### config.mk
export PLATFORM = sky130hd
export DESIGN_NAME = score_overlay
export DESIGN_NICKNAME = d
export VERILOG_FILES = /design/src/rtl/score_overlay.sv
export SDC_FILE = /design/constraint.sdc
export NUM_CORES = 1
export LEC_CHECK = 0
export ABC_AREA = 1
export CORE_ASPECT_RATIO = 1.1
export CORE_MARGIN = 10
export CORE_UTILIZATION = 58
export CTS_CLUSTER_SIZE = 40
export DETAILED_ROUTE_END_ITERATION = 10
export GPL_ROUTABILITY_DRIVEN = 0
export GPL_TIMING_DRIVEN = 0
export PLACE_DENSITY = 0.8
export SLEW_MARGIN = 20
export SYNTH_ARGS = -nofsm -noshare
export SYNTH_HDL_FRONTEND = slang
export SYNTH_SLANG_ARGS = --single-unit
### constraint.sdc
create_clock -name clk -period 4.1 [get_ports clk]
set_clock_uncertainty 0.1 [all_clocks]
set_input_delay 0.615 -clock clk [delete_from_list [all_inputs] [get_ports clk]]
set_output_delay 0.615 -clock clk [all_outputs]
set_load 0.03 [all_outputs]
### src/rtl/score_overlay.sv
// score_overlay
// Draws a binary score as DIGITS seven-segment glyphs on the VGA pixel path.
// Once per frame the score is converted to BCD by a serial double-dabble
// engine. The displayed digits change only at commit, so a frame is never
// drawn with a half-updated value.
//
// Ports:
//   clk, reset    system clock, synchronous active-high reset
//   ce            pixel clock enable; all non-reset state advances only when 1
//   x, y          current pixel coordinate (10 bits each)
//   frame_start   one-ce-cycle pulse at the start of vertical blanking
//   score         binary score to display
//   blank_lz      1 = blank leading zeros
//   colour_out    registered pixel colour (2 ce-cycle latency)
//   hit           registered "pixel lies inside a digit cell" flag
//   busy          conversion in progress
//   overflow      committed score does not fit in DIGITS decimal digits
module score_overlay #(
    parameter int          DIGITS       = 4,
    parameter int          SCORE_W      = 16,
    parameter int          X0           = 50,
    parameter int          Y0           = 139,
    parameter int          SEG_LEN      = 10,
    parameter int          SEG_T        = 5,
    parameter int          PITCH        = 25,
    parameter logic [11:0] FG           = 12'hFFF,
    parameter logic [11:0] BG           = 12'h000,
    parameter logic [11:0] FLASH_COL    = 12'h0FF,
    parameter int          FLASH_FRAMES = 8
) (
    input  logic               clk,
    input  logic               reset,
    input  logic               ce,
    input  logic [9:0]         x,
    input  logic [9:0]         y,
    input  logic               frame_start,
    input  logic [SCORE_W-1:0] score,
    input  logic               blank_lz,
    output logic [11:0]        colour_out,
    output logic               hit,
    output logic               busy,
    output logic               overflow
);

    localparam int W = 2*SEG_T + SEG_LEN;
    localparam int H = 3*SEG_T + 2*SEG_LEN;

    // Number of decimal digits needed to hold 2^w-1.
    function automatic int dec_digits(input int w);
        longint v;
        int     n;
        v = (longint'(1) << w) - 1;
        n = 0;
        while (v != 0) begin
            n++;
            v = v / 10;
        end
        return (n < 1) ? 1 : n;
    endfunction

    // The BCD register is never narrower than the display, so the overflow
    // test only has to look at the digits above DIGITS.
    localparam int NB_MIN = dec_digits(SCORE_W);
    localparam int NB     = (NB_MIN > DIGITS) ? NB_MIN : DIGITS;
    localparam int CNT_W  = $clog2(SCORE_W + 1);
    localparam int FC_W   = $clog2(FLASH_FRAMES + 2);
    localparam int DI_W   = (DIGITS > 1) ? $clog2(DIGITS) : 1;

    typedef enum logic [1:0] {IDLE, SHIFT, COMMIT} state_t;

    state_t              state, state_nxt;
    logic [SCORE_W-1:0]  score_cap;
    logic [SCORE_W-1:0]  bin_sh;
    logic [SCORE_W-1:0]  shown;
    logic [4*NB-1:0]     bcd;
    logic [CNT_W-1:0]    iter;
    logic [3:0]          disp [DIGITS];
    logic [FC_W-1:0]     flash_cnt;
    logic                flashing;
    logic [DIGITS-1:0]   blank;

    // Double-dabble correction: add 3 to every BCD digit that is 5 or more
    // so the following left shift carries correctly into the next digit.
    function automatic logic [4*NB-1:0] dabble_adj(input logic [4*NB-1:0] b);
        logic [4*NB-1:0] r;
        r = b;
        for (int i = 0; i < NB; i++) begin
            if (r[4*i +: 4] >= 4'd5)
                r[4*i +: 4] = r[4*i +: 4] + 4'd3;
        end
        return r;
    endfunction

    // Saturation test: any nonzero digit above the displayed ones.
    function automatic logic bcd_overflow(input logic [4*NB-1:0] b);
        logic o;
        o = 1'b0;
        for (int i = DIGITS; i < NB; i++)
            o = o | (b[4*i +: 4] != 4'd0);
        return o;
    endfunction

    // Segment pattern, bit order {a,b,c,d,e,f,g}.
    function automatic logic [6:0] seg_pattern(input logic [3:0] d);
        logic [6:0] p;
        case (d)
            4'd0:    p = 7'h7E;
            4'd1:    p = 7'h30;
            4'd2:    p = 7'h6D;
            4'd3:    p = 7'h79;
            4'd4:    p = 7'h33;
            4'd5:    p = 7'h5B;
            4'd6:    p = 7'h5F;
            4'd7:    p = 7'h70;
            4'd8:    p = 7'h7F;
            4'd9:    p = 7'h7B;
            default: p = 7'h00;
        endcase
        return p;
    endfunction

    // Is local pixel (lx, ly) inside any segment enabled in pattern p?
    function automatic logic seg_lit(input logic [9:0] lx, input logic [9:0] ly,
                                     input logic [6:0] p);
        int   cx, cy;
        logic left, right, upper, lower;
        cx    = int'(lx);
        cy    = int'(ly);
        left  = (cx < SEG_T);
        right = (cx >= W - SEG_T);
        upper = (cy < 2*SEG_T + SEG_LEN);
        lower = (cy >= SEG_T + SEG_LEN);
        return (p[6] && (cy < SEG_T))
            || (p[5] && right && upper)
            || (p[4] && right && lower)
            || (p[3] && (cy >= 2*SEG_T + 2*SEG_LEN))
            || (p[2] && left && lower)
            || (p[1] && left && upper)
            || (p[0] && (cy >= SEG_T + SEG_LEN) && (cy < 2*SEG_T + SEG_LEN));
    endfunction

    // Conversion FSM
    always_ff @(posedge clk) begin
        if (reset)
            state <= IDLE;
        else if (ce)
            state <= state_nxt;
    end

    always_comb begin
        state_nxt = state;
        case (state)
            IDLE:    if (frame_start && (score != shown)) state_nxt = SHIFT;
            SHIFT:   if (iter == CNT_W'(SCORE_W - 1))     state_nxt = COMMIT;
            COMMIT:  state_nxt = IDLE;
            default: state_nxt = IDLE;
        endcase
    end

    assign busy = (state != IDLE);

    // Serial binary-to-BCD datapath; fully reloaded at every capture.
    always_ff @(posedge clk) begin
        if (ce) begin
            case (state)
                IDLE: begin
                    if (state_nxt == SHIFT) begin
                        score_cap <= score;
                        bin_sh    <= score;
                        bcd       <= '0;
                        iter      <= '0;
                    end
                end
                SHIFT: begin
                    {bcd, bin_sh} <= {dabble_adj(bcd), bin_sh} << 1;
                    iter          <= iter + CNT_W'(1);
                end
                default: ;
            endcase
        end
    end

    // Commit: digits, shown value and overflow change together.
    always_ff @(posedge clk) begin
        if (reset) begin
            shown    <= '0;
            overflow <= 1'b0;
            for (int k = 0; k < DIGITS; k++)
                disp[k] <= 4'd0;
        end else if (ce && (state == COMMIT)) begin
            shown    <= score_cap;
            overflow <= bcd_overflow(bcd);
            for (int k = 0; k < DIGITS; k++)
                disp[k] <= bcd_overflow(bcd) ? 4'd9 : bcd[4*(DIGITS-1-k) +: 4];
        end
    end

    // Flash counter: a commit reload wins over a same-cycle frame decrement.
    always_ff @(posedge clk) begin
        if (reset)
            flash_cnt <= '0;
        else if (ce) begin
            if (state == COMMIT)
                flash_cnt <= FC_W'(FLASH_FRAMES);
            else if (frame_start && (flash_cnt != '0))
                flash_cnt <= flash_cnt - FC_W'(1);
        end
    end

    assign flashing = (flash_cnt != '0) && flash_cnt[0];

    // Leading-zero mask; the least-significant digit is never blanked.
    always_comb begin
        logic lead;
        blank = '0;
        lead  = blank_lz && !overflow;
        for (int k = 0; k < DIGITS - 1; k++) begin
            lead     = lead && (disp[k] == 4'd0);
            blank[k] = lead;
        end
    end

    // ---- Stage 1: parallel digit-window compare ----
    logic [DI_W-1:0] dig_c,  dig_p1;
    logic [9:0]      lx_c,   lx_p1;
    logic [9:0]      ly_c,   ly_p1;
    logic            cell_c, hit_p1;
    int              xi, yi;

    always_comb begin
        xi     = int'(x);
        yi     = int'(y);
        dig_c  = '0;
        lx_c   = '0;
        cell_c = 1'b0;
        ly_c   = 10'(yi - Y0);
        for (int k = 0; k < DIGITS; k++) begin
            if ((xi >= X0 + k*PITCH) && (xi < X0 + k*PITCH + W)) begin
                cell_c = 1'b1;
                dig_c  = DI_W'(k);
                lx_c   = 10'(xi - (X0 + k*PITCH));
            end
        end
        cell_c = cell_c && (yi >= Y0) && (yi < Y0 + H);
    end

    always_ff @(posedge clk) begin
        if (reset)
            hit_p1 <= 1'b0;
        else if (ce)
            hit_p1 <= cell_c;
    end

    always_ff @(posedge clk) begin
        if (ce) begin
            dig_p1 <= dig_c;
            lx_p1  <= lx_c;
            ly_p1  <= ly_c;
        end
    end

    // ---- Stage 2: glyph lookup and colour ----
    logic [3:0] d_sel;
    logic       blk_sel;
    logic       lit_p1;

    always_comb begin
        d_sel   = 4'd0;
        blk_sel = 1'b0;
        for (int k = 0; k < DIGITS; k++) begin
            if (dig_p1 == DI_W'(k)) begin
                d_sel   = disp[k];
                blk_sel = blank[k];
            end
        end
        lit_p1 = hit_p1 && !blk_sel && seg_lit(lx_p1, ly_p1, seg_pattern(d_sel));
    end

    always_ff @(posedge clk) begin
        if (reset) begin
            colour_out <= BG;
            hit        <= 1'b0;
        end else if (ce) begin
            hit        <= hit_p1;
            colour_out <= lit_p1 ? (flashing ? FLASH_COL : FG) : BG;
        end
    end

endmodule

==> results of run 1 <==
-- critical path: stages --
cell and delay [ns]:
clkdlybuf4s50_1 0.58, inv_1 0.36, ha_1 0.26, inv_1 0.05
nor2_1 0.11, nor2_1 0.07, a31oi_1 0.31, nor3_4 0.11
inv_2 0.14, nor2_1 0.06, o21ai_1 0.13, o21ai_0 0.17
-- metrics by stage --
step	worst slack [ns]	cell area, um2
after floorplan	0.511	6710
after global placement	-1.42	7420
after detailed placement	0.402	7460
after CTS	0.792	8050
after global routing	1.02	8050
final	1.14	8050
-- how the worst max path moves through the flow --
| stage | end | slack (ns) | cells after the start |
|---|---|---|---|
| after floorplan | bcd[0]$_SDFFCE_PN0P_ | 0.51 | 6 |
| after global placement | bcd[15]$_SDFFCE_PN0P_ | -1.42 | 3 |
| after detailed placement | disp[2][1]$_SDFFCE_PP0P_ | 0.40 | 7 |
| after CTS | disp[2][1]$_SDFFCE_PP0P_ | 0.79 | 7 |
| after global routing | lx_p1[2]$_DFFE_PP_ | 1.02 | 12 |
| final | lx_p1[2]$_DFFE_PP_ | 1.14 | 12 |
-- synth_stat cells (all sizes together) --
| library cell | n |
|---|---|
| nand3b | 2 |
| o2111ai | 1 |
| or2 | 5 |
| nand3 | 48 |
| o21ai | 63 |
| o211ai | 3 |
| a31oi | 1 |
| edfxtp | 95 |
| o21a | 3 |
| a211oi | 3 |
| nor4 | 4 |
| clkbuf | 7 |
| nand4 | 9 |
| xor2 | 12 |
| buf | 18 |
| o311ai | 1 |
| nor3b | 1 |
| o41ai | 1 |
| o31ai | 1 |
| a21boi | 1 |
| nor2 | 82 |
| nand2 | 172 |
| nor3 | 16 |
| dfxtp | 27 |
| a21o | 1 |
| a21oi | 43 |
| xnor2 | 8 |
| ha | 32 |
| a32oi | 1 |
| or3 | 1 |
| clkinv | 1 |
| inv | 99 |
| o22ai | 1 |
-- cells in the final DEF, fill, tap and decap left out, drive strengths merged, types with 4 or more instances in the layout --
cell type	synthesis	layout
a21oi	43	43
ha	32	32
nand3	48	48
dfxtp	27	27
nor2	82	82
clkdlybuf4s50	0	51
edfxtp	95	95
nand2	172	172
nor4	4	4
nand4	9	9
nor3	16	16
buf	18	20
or2	5	5
clkbuf	7	32
xor2	12	12
inv	99	101
xnor2	8	8
o21ai	63	63
-- routing by layer --
layer,GRT usage,vias up,share of wire
li1,-,2695,-
met1,0.213,2547,0.40
met2,0.320,234,0.50
met3,0.0434,52,0.067
met4,0.104,0,0.033
met5,0,-,0
-- cells by family after synthesis --
kind of cell | count (synthesis) | share of synthesized area
AND/OR/NAND/NOR | 340 | 0.225
AO/OA/AOI/OAI | 124 | 0.103
adder cells (fa/ha/maj) | 32 | 0.0597
buffers and inverters | 125 | 0.0796
XOR/XNOR | 20 | 0.0261
flip-flops | 122 | 0.506
-- cell type report --
type                            count  area [um2]
Timing Repair Buffer               53         543
Clock buffer                       25         538
Inverter                          100         375
Fill cell                         827        3340
Multi-Input combinational cell    516        2800
Clock inverter                      7        53.8
Buffer                             25         159
Tap cell                          150         188
Sequential cell                   122        3390
-- registers in the layout, indices dropped and copies added (netlist names), 2 cells and up --
signal / cells
lx_p1: 10
bin_sh: 16
colour_out: 2
disp: 16
bcd: 20
flash_cnt: 4
state: 2
score_cap: 16
iter: 5
ly_p1: 10
dig_p1: 2
shown: 16
-- where the power goes --
group | internal (uW) | total (uW) | switching (uW)
clock | 913 | 1450 | 533
sequential | 1410 | 1440 | 29.2
combinational | 127 | 348 | 221
==> flow_summary_export.csv, run 1 <==
group,metric,value,unit
cts,clockBufferDepth,2,
sta,slew-limit-headroom,0.452,
worst_setup_path,start_kind,"primary input",
cells_and_area,drive_above_1_share,0.104,
hold_path,hp-class,"reg -> reg",
cts,hold_buffers,0,
job,maxCapViolCount,0,
cells_and_area,utilization,0.707,
cells_and_area,stdcell_count,998,
worst_setup_path,rr_worst_depth,7,
outcome,status,"complete, no violations",
synthesis,post_synth_inst_count,763,
sta,fin_crit,2.96,ns
worst_setup_path,cp-end-kind,"flip-flop",
synthesis,syn-num-nets,836,
synthesis,ys_types,50,
global_routing,grt_pass1_wl,24900,um
power_and_ir_drop,power,3230,uW
sta,rsz0062_at_grt,"false",
detailed_routing,totalWireLength,15200,um
hold_path,hp-start,"score_cap[7]$_DFFE_PP_",
worst_setup_path,crit-reg2reg-launch,"state[0]$_SDFFE_PP0P_",
worst_setup_path,r2r_slack,1.52,ns
global_routing,grtUsageTotal,0.189,
sta,setup_viol,0,
floorplan,num_rows,41,
worst_setup_path,cp_data_required_time,4.12,ns
cts,htree_levels,4,
global_routing,overflow,0,
power_and_ir_drop,p_per_area,401,nW/um2
worst_setup_path,crit_type,"in -> reg",
cts,clock-sinks,122,
cells_and_area,nets,908,
global_routing,grt_max_degree,28,
synthesis,synth_top_area_share,0.425,
synthesis,synthesis.area,6710,um2
cts,cts_tree,"built",
sta,tightestPinTransition,0.821,ns
sta,whs,0.334,ns
sta,slew_violations,0,
detailed_routing,drt-vias-per-instance,5.54,
sta,hold_violations,0,
global_routing,antenna_found_initial,0,
worst_setup_path,worstPathArrival,2.98,ns
cts,post_cts_buffers,0,
cts,worstSkewPairLatency,0.42,ns
floorplan,start_util,0.589,
detailed_routing,drt-initial-drc-count,471,
synthesis,yosys.area.top_type,"edfxtp_1",
worst_setup_path,crit_fanout,10,
hold_path,hold_depth,2,
worst_setup_path,startpoint,"x[2]",
synthesis,synth_area_leaders,"edfxtp_1 (43%), nand2_1 (9.3%), dfxtp_1 (8.1%)",
floorplan,coreArea,11400,um2
detailed_routing,drc,0,
detailed_routing,via_count,5528,
global_routing,first_global_vias,5524,
placed_design,dpl.hpwl,10900,um
sta,fin_crit_sh,0.722,
cts,clk_pin_slew,0.05,ns
cts,cts_buffers,17,
detailed_routing,antenna_left,0,
cells_and_area,synthToLayoutAreaGrowth,19.9,%
placed_design,post-place-cells,966,
sta,fin_setup_tns,0,ns
power_and_ir_drop,p_leak,0.00333,uW
detailed_routing,firstDrtPassIters,5,
cts,post_cts_resized,0,
worst_setup_path,regToRegEndpoint,"iter[2]$_SDFFCE_PN0P_",
power_and_ir_drop,ir_drop,0.322,mV
floorplan,fp.dieH,133,um
floorplan,fp.dieW,123,um
synthesis,ys_warn_count,0,
hold_path,min_to,"shown[7]$_SDFFE_PP0P_",
floorplan,die_area,16300,um2
synthesis,ys_ff_latch,122,
placed_design,port_buffers,52,
synthesis,yosysSeqAreaShare,0.506,
sta,fmax,338,MHz
cells_and_area,n_antenna_cell,0,
floorplan,io_pins,56,
synthesis,avgSynthCellArea,8.79,um2
cts,root_buffer,"clkbuf_16",
detailed_routing,wl_per_cell,15.2,um
(Power assumes the default switching activity.)
==> run 2: changes to the inputs <==
==> constraint.sdc (replaced) <==
create_clock -name clk -period 2.75 [get_ports clk]
set_clock_uncertainty 0.1 [all_clocks]
set_input_delay 0.4125 -clock clk [delete_from_list [all_inputs] [get_ports clk]]
set_output_delay 0.4125 -clock clk [all_outputs]
set_load 0.03 [all_outputs]
==> flow_summary_export.csv, run 2 (same netlist as run 1, synthesis figures left out) <==
group,metric,value,unit
outcome,status,"complete, no violations",
hold_path,hp-class,"reg -> reg",
power_and_ir_drop,ir_drop,0.402,mV
sta,fin_setup_tns,0,ns
cts,root_buffer,"clkbuf_16",
power_and_ir_drop,p_leak,0.00334,uW
sta,tightestPinTransition,0.889,ns
global_routing,grt_max_degree,28,
worst_setup_path,slowest_delay,0.48,ns
worst_setup_path,crit-reg2reg-launch,"state[0]$_SDFFE_PP0P_",
sta,slew-limit-headroom,0.407,
cts,cts_buffers,17,
floorplan,fp.dieW,123,um
worst_setup_path,worstPathArrival,2.59,ns
sta,setup_viol,0,
cts,clock-sinks,122,
worst_setup_path,cp-end-kind,"flip-flop",
floorplan,num_rows,41,
detailed_routing,via_count,5576,
cells_and_area,drive_above_1_share,0.108,
global_routing,antenna_found_initial,0,
cells_and_area,multiInputGateArea,2800,um2
worst_setup_path,crit_fanout,20,
floorplan,io_pins,56,
cells_and_area,stdcell_area,8090,um2
floorplan,die_area,16300,um2
hold_path,hold_depth,2,
cells_and_area,final_common_cell,"nand2_1",
sta,hold_violations,0,
worst_setup_path,cp_data_required_time,2.77,ns
job,maxCapViolCount,0,
sta,rsz0062_at_grt,"false",
detailed_routing,firstDrtPassIters,6,
worst_setup_path,cp.buffers_inverters,6,
sta,fin_crit_sh,0.937,
worst_setup_path,crit_path_frequent_cell,"inv_1",
cts,clockBufferDepth,2,
sta,slew_violations,0,
sta,fmax,388,MHz
worst_setup_path,rr_worst_depth,8,
cells_and_area,synthToLayoutAreaGrowth,20.5,%
floorplan,start_util,0.589,
worst_setup_path,crit_family,"buffers and inverters",
floorplan,fp.dieH,133,um
worst_setup_path,r2r_slack,0.17,ns
detailed_routing,drt-vias-per-instance,5.58,
cts,cts_tree,"built",
worst_setup_path,crit_type,"reg -> reg",
power_and_ir_drop,p_per_area,606,nW/um2
global_routing,overflow,0,
cells_and_area,n_antenna_cell,0,
sta,fin_crit,2.58,ns
worst_setup_path,startpoint,"state[0]$_SDFFE_PP0P_",
detailed_routing,drt-initial-drc-count,556,
cts,clk_pin_slew,0.06,ns
cells_and_area,top_register,"bcd",
placed_design,place_area,7470,um2
cells_and_area,layout_common_cells,"nand2_1 (167), edfxtp_1 (95), inv_1 (88)",
placed_design,port_buffers,52,
cells_and_area,seqCellArea,3390,um2
cells_and_area,fillers,838,
cts,htree_levels,4,
worst_setup_path,worstPathCellList,"inv_1 -> nor2_1 -> buf_2 -> inv_1 -> clkbuf_1 -> a21oi_4 -> buf_16 -> buf_8",
cts,worstSkewPairLatency,0.41,ns
detailed_routing,drc,0,
global_routing,first_global_vias,5577,
global_routing,grt_pass1_wl,25100,um
worst_setup_path,start_kind,"flip-flop",
detailed_routing,antenna_left,0,
floorplan,coreArea,11400,um2
cells_and_area,nets,909,
detailed_routing,totalWireLength,15200,um
worst_setup_path,cp_num_cells,8,
hold_path,hp-start,"score_cap[2]$_DFFE_PP_",
worst_setup_path,crit_path_top_delay_cell,"a21oi_4",
detailed_routing,wl_per_cell,15.2,um
global_routing,grtUsageTotal,0.189,
placed_design,dpl.hpwl,10900,um
cells_and_area,largest_register_ff_count,20,
## run 2: cell count changes in the layout (fill, tap and decap cells not counted), sizes merged
cell | previous run | this run
dlymetal6s2s | 0 | 1
clkbuf | 32 | 25
clkinvlp | 3 | 4
clkdlybuf4s15 | 0 | 1
bufinv | 0 | 3
clkinv | 3 | 6
clkdlybuf4s50 | 51 | 50
## run 2: layout make-up
| cell class | count | area share |
|---|---|---|
| buffer | 25 | 0.0197 |
| clock buffer | 18 | 0.0531 |
| clock inverter | 14 | 0.0214 |
| inverter | 100 | 0.0464 |
| multi-input combinational | 516 | 0.347 |
| sequential | 122 | 0.420 |
| tap | 150 | 0.0232 |
| timing repair buffer | 54 | 0.0701 |
## run 2: tightest hold or removal path: cells and delay by family (launching register included)
kind / cells / cell delay, ns
DFF: 1 / 0.31
AOI/OAI and AO/OA: 1 / 0.06
and+or+nand+nor: 1 / 0.05
## run 2: repair_timing
| item | 4_1_cts | 5_1_grt |
|---|---|---|
| setup endpoints to repair | 77 | 11 |
| gates cloned | 0 | 0 |
| setup buffers | 0 | 0 |
| gates resized for setup | 3 | 4 |
| hold buffers | 0 | 0 |
## run 2: worst paths after layout
kind / endpoint
worst max-delay path: bcd[17]$_SDFFCE_PN0P_
worst min-delay path: shown[2]$_SDFFE_PP0P_
worst max register to register: bcd[17]$_SDFFCE_PN0P_
worst min register to register: shown[2]$_SDFFE_PP0P_
## run 2: routing by layer
| layer | GRT usage | wire, um |
|---|---|---|
| met1 | 0.215 | 6050 |
| met4 | 0.0799 | 308 |
| met5 | 0 | 0 |
| met3 | 0.0379 | 981 |
| met2 | 0.332 | 7850 |
## run 2: report_power, final
part	leakage [uW]	internal (uW)	switching [uW]
Combinational	0.00192	193	329
Clock	0.000281	1430	814
Sequential	0.00114	2100	42.5
## run 2: through the flow
stage	worst slack (ns)	utilization	hold WS [ns]	instances	total power [uW]
2_1_floorplan	0.0713	-	0.312	763	2490
3_3_place_gp	-1.39	0.652	0.315	965	2640
3_5_place_dp	-0.760	0.656	0.330	967	2680
4_1_cts	0.114	0.709	0.350	999	4900
5_1_grt	0.0392	0.710	0.368	999	5060
6_report	0.175	0.710	0.346	999	4900
